### src/rtl/map_leaf_elastic_pkg.sv
// Shared definitions for TyBEC leaf map nodes: operator encodings and a
// constant-foldable ceil(log2) used to size pointers and counters.
package map_leaf_elastic_pkg;

    localparam int OP_ADD  = 0;
    localparam int OP_SUB  = 1;
    localparam int OP_MUL  = 2;
    localparam int OP_PASS = 3;

    function automatic int clog2(input int value);
        int r;
        r = 0;
        while ((1 << r) < value) begin
            r = r + 1;
        end
        return r;
    endfunction

endpackage

### src/rtl/map_leaf_fwft_fifo.sv
// First-word-fall-through FIFO; the head entry is visible on dout_o whenever
// the FIFO is non-empty, and dout_o reads as zero while empty.
module map_leaf_fwft_fifo
    import map_leaf_elastic_pkg::*;
#(
    parameter int STREAMW    = 34,
    parameter int FIFO_DEPTH = 8
) (
    input  logic                         clk,
    input  logic                         rst_n,
    input  logic                         push_i,
    input  logic [STREAMW-1:0]           din_i,
    input  logic                         pop_i,
    output logic [STREAMW-1:0]           dout_o,
    output logic [clog2(FIFO_DEPTH):0]   count_o,
    output logic                         empty_o,
    output logic                         full_o
);

    localparam int AW = clog2(FIFO_DEPTH);
    localparam int CW = AW + 1;

    logic [STREAMW-1:0] mem_q [FIFO_DEPTH];
    logic [AW-1:0]      wr_ptr_q, wr_ptr_d;
    logic [AW-1:0]      rd_ptr_q, rd_ptr_d;
    logic [CW-1:0]      count_q, count_d;
    logic               do_pop;

    assign empty_o = (count_q == '0);
    assign full_o  = (count_q == CW'(FIFO_DEPTH));
    assign count_o = count_q;
    assign do_pop  = pop_i & ~empty_o;
    assign dout_o  = empty_o ? '0 : mem_q[rd_ptr_q];

    always_comb begin
        wr_ptr_d = wr_ptr_q;
        rd_ptr_d = rd_ptr_q;
        count_d  = count_q;
        if (push_i) begin
            wr_ptr_d = wr_ptr_q + AW'(1);
        end
        if (do_pop) begin
            rd_ptr_d = rd_ptr_q + AW'(1);
        end
        case ({push_i, do_pop})
            2'b10:   count_d = count_q + CW'(1);
            2'b01:   count_d = count_q - CW'(1);
            default: count_d = count_q;
        endcase
    end

    always_ff @(posedge clk or negedge rst_n) begin
        if (!rst_n) begin
            wr_ptr_q <= '0;
            rd_ptr_q <= '0;
            count_q  <= '0;
        end else begin
            wr_ptr_q <= wr_ptr_d;
            rd_ptr_q <= rd_ptr_d;
            count_q  <= count_d;
        end
    end

    // Storage carries no reset; only pointers and count define validity.
    always_ff @(posedge clk) begin
        if (push_i) begin
            mem_q[wr_ptr_q] <= din_i;
        end
    end

endmodule

### src/rtl/map_leaf_elastic.sv
// Elastic leaf map node: joins two operand streams, applies OP through a
// non-stalling LAT-stage pipeline and buffers results in a FWFT FIFO.
module map_leaf_elastic
    import map_leaf_elastic_pkg::*;
#(
    parameter int                 STREAMW     = 34,
    parameter int                 LAT         = 4,
    parameter int                 OP          = 0,
    parameter int                 USE_CONST_B = 0,
    parameter logic [STREAMW-1:0] CONST_B     = '0,
    parameter int                 FIFO_DEPTH  = 8
) (
    input  logic                         clk,
    input  logic                         rst,
    input  logic [STREAMW-1:0]           in1_s0,
    input  logic                         ivalid_in1_s0,
    input  logic [STREAMW-1:0]           in2_s0,
    input  logic                         ivalid_in2_s0,
    output logic                         iready,
    output logic [STREAMW-1:0]           out1_s0,
    output logic                         ovalid,
    input  logic                         oready,
    output logic [clog2(FIFO_DEPTH):0]   occupancy
);

    localparam int CW = clog2(FIFO_DEPTH) + 1;

    logic [STREAMW-1:0] op_b;
    logic [STREAMW-1:0] res;
    logic               ivalid;
    logic               fire_in;
    logic               fire_out;
    logic [LAT-1:0]     vld_q, vld_d;
    logic [STREAMW-1:0] dat_q [LAT];
    logic [CW-1:0]      in_flight;
    logic [CW-1:0]      fifo_count;
    logic               fifo_empty;
    logic               fifo_full;
    logic               fifo_push;

    if (USE_CONST_B != 0) begin : g_const_b
        assign op_b   = CONST_B;
        assign ivalid = ivalid_in1_s0;
    end else begin : g_stream_b
        assign op_b   = in2_s0;
        assign ivalid = ivalid_in1_s0 & ivalid_in2_s0;
    end

    // Results are truncated to STREAMW bits, so all operators wrap mod 2^STREAMW.
    always_comb begin
        res = in1_s0;
        case (OP)
            OP_ADD:  res = in1_s0 + op_b;
            OP_SUB:  res = in1_s0 - op_b;
            OP_MUL:  res = in1_s0 * op_b;
            default: res = in1_s0;
        endcase
    end

    always_comb begin
        in_flight = '0;
        for (int i = 0; i < LAT; i++) begin
            in_flight = in_flight + CW'(vld_q[i]);
        end
    end

    // Every accepted pair reserves a FIFO slot up front, so the pipeline never
    // needs to stall and iready depends only on internal state and reset.
    assign occupancy = fifo_count + in_flight;
    assign iready    = rst & (occupancy < CW'(FIFO_DEPTH));
    assign fire_in   = ivalid & iready;
    assign fire_out  = ovalid & oready;
    assign ovalid    = ~fifo_empty;
    assign fifo_push = vld_q[LAT-1] & ~fifo_full;

    always_comb begin
        vld_d    = vld_q;
        vld_d[0] = fire_in;
        for (int i = 1; i < LAT; i++) begin
            vld_d[i] = vld_q[i-1];
        end
    end

    always_ff @(posedge clk or negedge rst) begin
        if (!rst) begin
            vld_q <= '0;
        end else begin
            vld_q <= vld_d;
        end
    end

    always_ff @(posedge clk) begin
        dat_q[0] <= res;
        for (int i = 1; i < LAT; i++) begin
            dat_q[i] <= dat_q[i-1];
        end
    end

    map_leaf_fwft_fifo #(
        .STREAMW    (STREAMW),
        .FIFO_DEPTH (FIFO_DEPTH)
    ) u_fifo (
        .clk     (clk),
        .rst_n   (rst),
        .push_i  (fifo_push),
        .din_i   (dat_q[LAT-1]),
        .pop_i   (fire_out),
        .dout_o  (out1_s0),
        .count_o (fifo_count),
        .empty_o (fifo_empty),
        .full_o  (fifo_full)
    );

endmodule
### config.mk
export PLATFORM = sky130hd
export DESIGN_NAME = map_leaf_elastic
export DESIGN_NICKNAME = d
export VERILOG_FILES = /design/src/rtl/map_leaf_elastic_pkg.sv /design/src/rtl/map_leaf_fwft_fifo.sv /design/src/rtl/map_leaf_elastic.sv
export SDC_FILE = /design/constraint.sdc
export NUM_CORES = 1
export LEC_CHECK = 0
export BUFFER_PORTS_ARGS = -buffer_cell sky130_fd_sc_hd__buf_4
export CELL_PAD_IN_SITES_DETAIL_PLACEMENT = 2
export CELL_PAD_IN_SITES_GLOBAL_PLACEMENT = 2
export CORE_UTILIZATION = 45
export DETAILED_ROUTE_END_ITERATION = 10
export HOLD_SLACK_MARGIN = 0.05
export PLACE_DENSITY = 0.85
export SYNTH_ARGS = -nofsm -noshare
export SYNTH_HDL_FRONTEND = slang
export SYNTH_SLANG_ARGS = --single-unit
### constraint.sdc
create_clock -name clk -period 5.3 [get_ports clk]
set_input_delay 0 -clock clk [delete_from_list [all_inputs] [get_ports clk]]
set_output_delay 0 -clock clk [all_outputs]
set_load 0.03 [all_outputs]
# Word-level counts from Yosys, hierarchy flattened
# Memories as Yosys holds them, arrays and structs flattened.
# Index checks and enable logic that the tools add are counted.
# classes
add_sub_neg	9
n_lt_le_gt_ge	1
n_eq_ne	3
n_mux	4
bitwise_logic	8
reduce_logical	2
# ops
op	n
$add 34x34->34	1
$mux 34	1
$pmux 4 s2	1
$add 3x1->3 const B	2
$and 1x1->1	6
$add 3x1->4	1
$add 4x1->4 const B	1
$add 4x4->4	1
$eq 4x4->1 const B	1
$logic_not 4->1	1
$lt 4x4->1 const B	1
$sub 4x1->4 const B	1
$add 2x1->3	1
$add 1x1->2	1
$eq 2x1->1 const B	1
$eq 2x2->1 const B	1
$mux 1	2
$not 1->1	2
$reduce_bool 2->1	1
# totals
regBits	14
ramBits	408
inputBits	73
memories	2
# memory_table
memory	words	word_bits	read_ports	rd_ports_with_merged_regs	wr	line	source
u_fifo.mem_q	8	34	1	0	1	map_leaf_fwft_fifo.sv:23	logic [STREAMW-1:0] mem_q [FIFO_DEPTH];
dat_q	4	34	4	0	4	map_leaf_elastic.sv:34	logic [STREAMW-1:0] dat_q [LAT];

# Logic depth before layout (Yosys ltp)
# Gate-level depths: netlist of run 1.
# depth
ltp_word	7
mapped_depth	11

# Modules after synthesis
# Synthesis of run 1 repeated with hierarchy kept, for this count alone.
# unflattened
hier_cells	904
area_unflattened_um2	15756.4
# by_module_without_submodules
mod	n_inst	cells_per_inst	area_per_inst_um2	seq_area_each_um2
map_leaf_fwft_fifo	1	487	10906.7	8418.1
map_leaf_elastic	1	417	4849.7	2822.7

# Worst setup path before layout of run 1
# No wires, ideal clock.
# synth_path
path_type	register -> register
start	register u_fifo.count_q[1], in the netlist u_fifo.count_o[1]
end	memory u_fifo.mem_q[0][0] (enable)
setup_time_ps	467
arrival_ps	3252
required_time_ps	4833
path_slack_ps	1581
path_stages_with_launch	6
path_buffers	0
cell_sequence	dfrtp_1 -> nor3_1 -> nand2_1 -> and2_1 -> nand2b_1 -> nor3_1
# synth_between
elab_chain_len	5
# synth_lines
element	line	source
from (decl)	map_leaf_fwft_fifo.sv:26	logic [CW-1:0] count_q, count_d;
from (signal assigned)	map_leaf_fwft_fifo.sv:60	count_q <= count_d;
$eq 4x4->1	map_leaf_fwft_fifo.sv:30	assign full_o = (count_q == CW'(FIFO_DEPTH));
$not 1->1	map_leaf_elastic.sv:74	assign fifo_push = vld_q[LAT-1] & ~fifo_full;
$and 1x1->1	map_leaf_elastic.sv:74	
$mux 1	map_leaf_fwft_fifo.sv:66	if (push_i) begin
$mux 1 (not written as such)	map_leaf_fwft_fifo.sv:67	mem_q[wr_ptr_q] <= din_i;
to (decl)	map_leaf_fwft_fifo.sv:23	
# Every way passes these cells.

# Worst setup path in the final report of run 1
# layout_path
start	register u_fifo.rd_ptr_q[0]
end	output out1_s0[29]
# layout_between
elab_chain_len	2
# layout_lines
element	line	source
from (decl)	map_leaf_fwft_fifo.sv:25	logic [AW-1:0] rd_ptr_q, rd_ptr_d;
from (signal assigned)	map_leaf_fwft_fifo.sv:59	rd_ptr_q <= rd_ptr_d;
$mem_v2 8x34	-	
$mux 34	map_leaf_fwft_fifo.sv:33	assign dout_o = empty_o ? '0 : mem_q[rd_ptr_q];
to (decl)	map_leaf_elastic.sv:20	output logic [STREAMW-1:0] out1_s0,
# Every way passes these cells.

==> results of run 1 <==
-- worst paths after layout --
check	from	to	slack (ns)	cells after the start
worst min-delay path	in2_s0[24]	dat_q[0][24]	0.06	3
worst min register to register	dat_q[1][20]	dat_q[2][20]	0.32	0
worst max-delay path	u_fifo.rd_ptr_q[0]	out1_s0[29]	1.99	5
worst max register to register	u_fifo.count_o[1]	u_fifo.mem_q[4][26]	2.37	6
min in group asynchronous	rst	vld_q[2]	0.64	3
max in group asynchronous	rst	u_fifo.rd_ptr_q[0]	4.11	3
-- per-layer routing --
metal,share of wire,global-route usage
met1,0.41,0.3204
met2,0.53,0.4716
met3,0.036,0.02701
met4,0.020,0.06545
met5,0,0
-- kinds of logic after synthesis --
family,after synthesis,synth area share
flops,422,0.7169
simple gates,138,0.04126
compound gates,109,0.04652
mux,104,0.1207
buf+inv,53,0.01420
fa+ha+maj,44,0.03750
xor+xnor,41,0.02290
-- where the power goes --
group,switching [W],internal [W],total (W)
combinational,0.00150,0.00123,0.00273
clock,0.00125,0.00181,0.00306
sequential,0.000543,0.00394,0.00449
-- cells in the final DEF (no fill, tap or decap), types with 6 or more instances in the layout --
master,n
nand4_1,8
a21oi_1,27
ha_1,39
bufinv_16,6
edfxtp_1,272
a21o_1,21
nand3_1,7
dfxtp_1,136
nor2_1,49
nor2_2,6
dlygate4sd3_1,71
mux2i_1,35
clkinv_2,8
inv_1,19
nand2_1,38
dfrtp_1,11
mux4_2,68
o21ai_0,19
clkbuf_16,42
xor2_1,15
buf_4,127
clkbuf_1,6
xnor2_1,26
-- critical path, stage by stage, from the launching register on --
cell	delay, ns
dfrtp_4	1.11
buf_4	0.54
mux4_2	0.57
mux2i_1	0.29
nor2_1	0.08
buf_4	0.19
-- per-stage QoR --
stage | cells | total power [W] | cell area [um2] | util
finish | 1594 | 0.01028 | 19180 | 0.5663
global route | 1594 | 0.01063 | 19180 | 0.5663
CTS | 1594 | 0.01035 | 19180 | 0.5663
detailed placement | 1452 | 0.007162 | 17080 | 0.5044
global placement | 1452 | 0.006960 | 17080 | 0.5044
floorplan | 911 | 0.006098 | 15680 | -
-- sequential cells by signal, indices dropped and copies added (netlist names) --
signal,cells
u_fifo.wr_ptr_q,3
u_fifo.rd_ptr_q,3
vld_q,4
u_fifo.mem_q,272
dat_q,136
u_fifo.count_o,4
-- cell type report --
cell class / count / area [um2] / share of cell area
Clock buffer: 53 / 1142 / 0.05956
Clock inverter: 18 / 242.7 / 0.01266
Inverter: 19 / 71.32 / 0.003719
Multi-Input combinational cell: 436 / 4250 / 0.2216
Sequential cell: 422 / 11250 / 0.5864
Tap cell: 448 / 560.5 / 0.02923
Timing Repair Buffer: 198 / 1664 / 0.08677
==> metrics.txt, run 1 <==
status completed; largest net degree at the start of global routing 51; TritonCTS clock tree yes; remaining antenna violation count 0; CP required 5.30 ns; I/O pins 113; Vias/cell 5.600; Max VDD drop 0.3134 mV; leading area contributor after synthesis edfxtp_1; worst slack, placed 2.432 ns; Most used DFF post-synth edfxtp_1; Syn Area/Cell 17.21 um2; kind of critical path reg2out; PortBufs 112; Yosys warning count 0; worst skew pair latency 0.52 ns; FP Rows 67; area added between synthesis and finish 22.31%; post_cts resized 0; critical path peak fanout 50; Final Max Slew Viols 0; initial antenna violation count 1; unrepaired setup endpoints after global routing no; initial drt markers 613; Overall Global Routing Usage 0.2560; critical path arrival 3.31 ns; Max Cap Viol 0; Die Ht 188.7 um; Leakage 7.159 nW; Initial Util 0.4630; CTS Buf Count 39; CTS sink cnt 422; GR Overflow Total 0; DR vias 8,927; Die Wd 188.7 um; count of nets after finishing 1,233; worst-case clock buffer depth 3; # fillers 2,917; fin worst setup slack 1.991 ns; Post-CTS Setup Bufs 0; vias in the first global route 10,240; WL/cell 27.96 um; clk_skew 0.01174 ns; post-synthesis async set-or-reset flop share 0.03318; CTS clock-pin slew for the worst setup and hold paths 0.07 ns; most common cell in the netlist edfxtp_1; Post-CTS Hold Buffers 71; final setup TNS 0 ns; worst-margin pin slew 1.188 ns; final HPWL from detailed placement 26,060 um; drt first pass iters 5; critical path startpoint category flop; Period minus WS final 3.309 ns; FF+latch count, synth 422; DRC violations left 0; Hold/Removal Path Class in2reg; CTS Root Cell clkbuf_16; power per cell area 536.0 nW/um2; synth cell count leaders edfxtp_1, dfxtp_1, mux4_2, nor2_1, ha_1; headroom to the max-slew limit 0.2079; Synth area leaders edfxtp_1, dfxtp_1, mux4_2, ha_1, dfrtp_1; Cell variety after synth 57; Setup-failing EPs final 0; post-synthesis sequential area ratio 0.7169; Post-Syn Instances 911; total die area 35,590 um2; final hold vios 0; drt total wl 44,570 um; GPL Wtd Cong 0.8301; Synth top area share 0.5209; final period utilization 0.6244; H-tree depth 2; Worst Setup End Kind output port; syn nets 1,028; EDFF count, synth 272; max frequency 302.2 MHz; share of cells above drive strength 1 0.2435; synthesized area 15,680 um2; Diodes inserted 0; worst hold slack 0.06287 ns; Core Area 33,870 um2; first-pass GRT wire length 66,770 um
(Power assumes the default switching activity.)
==> inputs of run 2 (changes only) <==
Clock period 5.3 ns to 3.2 ns, I/O delays scaled along.
==> metrics.txt, run 2 (synthesized netlist as in run 1, its figures left out) <==
GR Overflow Total 0 (unchanged); Vias/cell 5.663 (was 5.600); DRC violations left 0 (unchanged); worst hold slack 0.07233 ns (was 0.06287 ns); critical path peak fanout 3 (was 50); Core Area 33,870 um2 (unchanged); DR vias 9,027 (was 8,927); Max VDD drop 0.8096 mV (was 0.3134 mV); TritonCTS clock tree yes (unchanged); final HPWL from detailed placement 26,740 um (was 26,060 um); kind of critical path in2reg (was reg2out); PortBufs 112 (unchanged); worst skew pair latency 0.54 ns (was 0.52 ns); first-pass GRT wire length 71,160 um (was 66,770 um); largest net degree at the start of global routing 71 (was 51); CTS clock-pin slew for the worst setup and hold paths 0.06 ns (was 0.07 ns); GPL Wtd Cong 0.7979 (was 0.8301); CTS Root Cell clkbuf_16 (unchanged); share of cells above drive strength 1 0.2426 (was 0.2435); Setup-failing EPs final 0 (unchanged); Max Cap Viol 0 (unchanged); fin worst setup slack 0.1686 ns (was 1.991 ns); Final Max Slew Viols 0 (unchanged); critical path arrival 3.44 ns (was 3.31 ns); status completed (unchanged); WL/cell 29.85 um (was 27.96 um); CTS Buf Count 40 (was 39); CTS sink cnt 422 (unchanged); final hold vios 0 (unchanged); max reg flops 272 (unchanged); Hold/Removal Path Class in2reg (unchanged); count of nets after finishing 1,232 (was 1,233); CP required 3.61 ns (was 5.30 ns); commonest non-fill, non-tap cell in the layout edfxtp_1 (unchanged); Post-CTS Setup Bufs 0 (unchanged); worst-case clock buffer depth 3 (unchanged); worst-margin pin slew 0.7421 ns (was 1.188 ns); Die Wd 188.7 um (unchanged); Die Ht 188.7 um (unchanged); Diodes inserted 0 (unchanged); clk_skew 0.01921 ns (was 0.01174 ns); FP Rows 67 (unchanged); drt first pass iters 4 (was 5); H-tree depth 2 (unchanged); Period minus WS final 3.031 ns; remaining antenna violation count 0 (unchanged); I/O pins 113 (unchanged); Overall Global Routing Usage 0.2768 (was 0.2560); critical path startpoint category input pin (was flop); Most flops, register u_fifo.mem_q (unchanged); worst slack, placed 0.5974 ns (was 2.432 ns); largest registers u_fifo.mem_q x272, dat_q x136 (unchanged); initial antenna violation count 1 (unchanged); Initial Util 0.4630 (unchanged); vias in the first global route 10,310 (was 10,240); max frequency 329.9 MHz; final period utilization 0.9473; Leakage 7.141 nW (was 7.159 nW); area added between synthesis and finish 22.48% (was 22.31%); power per cell area 890.2 nW/um2 (was 536.0 nW/um2); drt total wl 47,580 um (was 44,570 um); headroom to the max-slew limit 0.5036 (was 0.2079); commonest cells after routing, fill and taps aside edfxtp_1, dfxtp_1, buf_4 (unchanged); final setup TNS 0 ns (unchanged); Final Power 0.01710 W (was 0.01028 W); unrepaired setup endpoints after global routing no (unchanged); # fillers 2,934 (was 2,917); initial drt markers 692 (was 613); Worst Setup End Kind flop (was output port); total die area 35,590 um2 (unchanged)
## run 2: cell count changes in the layout (fill, tap and decap cells not counted), moves of 3 or more
| cell | previous run | this run |
|---|---|---|
| clkinv_2 | 8 | 4 |
| inv_6 | 0 | 3 |
| buf_12 | 0 | 6 |
| dlygate4sd3_1 | 71 | 67 |
| buf_4 | 127 | 123 |
| bufinv_16 | 6 | 3 |
| clkbuf_1 | 6 | 11 |
## run 2: metrics by stage
step,cell area [um2],util,std cells
final,19200,0.5671,1594
after detailed placement,17190,0.5074,1454
after CTS,19200,0.5668,1594
after floorplan,15690,-,911
after global routing,19200,0.5671,1594
after global placement,17190,0.5074,1454
## run 2: area by class of cell
class,count,area (um2),area share
sequential,422,11250,0.5856
multi-input combinational,436,4270,0.2224
timing repair buffer,196,1714,0.08926
clock buffer,59,1186,0.06176
tap,448,560.5,0.02919
clock inverter,14,155.1,0.008079
inverter,19,71.32,0.003714
## run 2: worst max-delay path, cell delays in order
cell and delay (ns):
dlygate4sd3_1 0.53, buf_4 0.12, ha_1 0.20, inv_1 0.09, fa_1 0.45, and2b_1 0.28, o2111ai_2 0.18, a21oi_1 0.32
o2111ai_1 0.27, a2111oi_0 0.67, nor3_1 0.17, xnor2_1 0.16
## run 2: metal layers
metal | up-vias | wire (um) | track usage
met5 | - | 0 | 0
met4 | 0 | 952 | 0.06638
met3 | 63 | 1569 | 0.02943
met2 | 282 | 25290 | 0.5020
met1 | 4801 | 19760 | 0.3553
li1 | 3881 | - | -
## run 2: worst paths after layout
path | start | endpoint | slack, ns | depth (start not counted)
max | in2_s0[0] | dat_q[0][32] | 0.17 | 12
min | in2_s0[24] | dat_q[0][26] | 0.07 | 5
max reg2reg | u_fifo.count_o[1] | u_fifo.count_o[3] | 0.29 | 11
min reg2reg | dat_q[1][10] | dat_q[2][10] | 0.32 | 0
max in group asynchronous | rst | u_fifo.rd_ptr_q[0] | 2.02 | 3
min in group asynchronous | rst | u_fifo.wr_ptr_q[0] | 0.63 | 3
## run 2: power breakdown
| part | internal [W] | total [W] | switching (W) |
|---|---|---|---|
| clock network | 0.00283 | 0.00494 | 0.00211 |
| logic | 0.00210 | 0.00493 | 0.00283 |
| registers | 0.00654 | 0.00722 | 0.000684 |
## run 2: what timing repair did
item | in CTS | in global routing
resized for setup | 0 | 1
endpoints found under the hold margin | 44 | 0
endpoints found under the setup margin | 0 | 1
hold buffers | 67 | 0
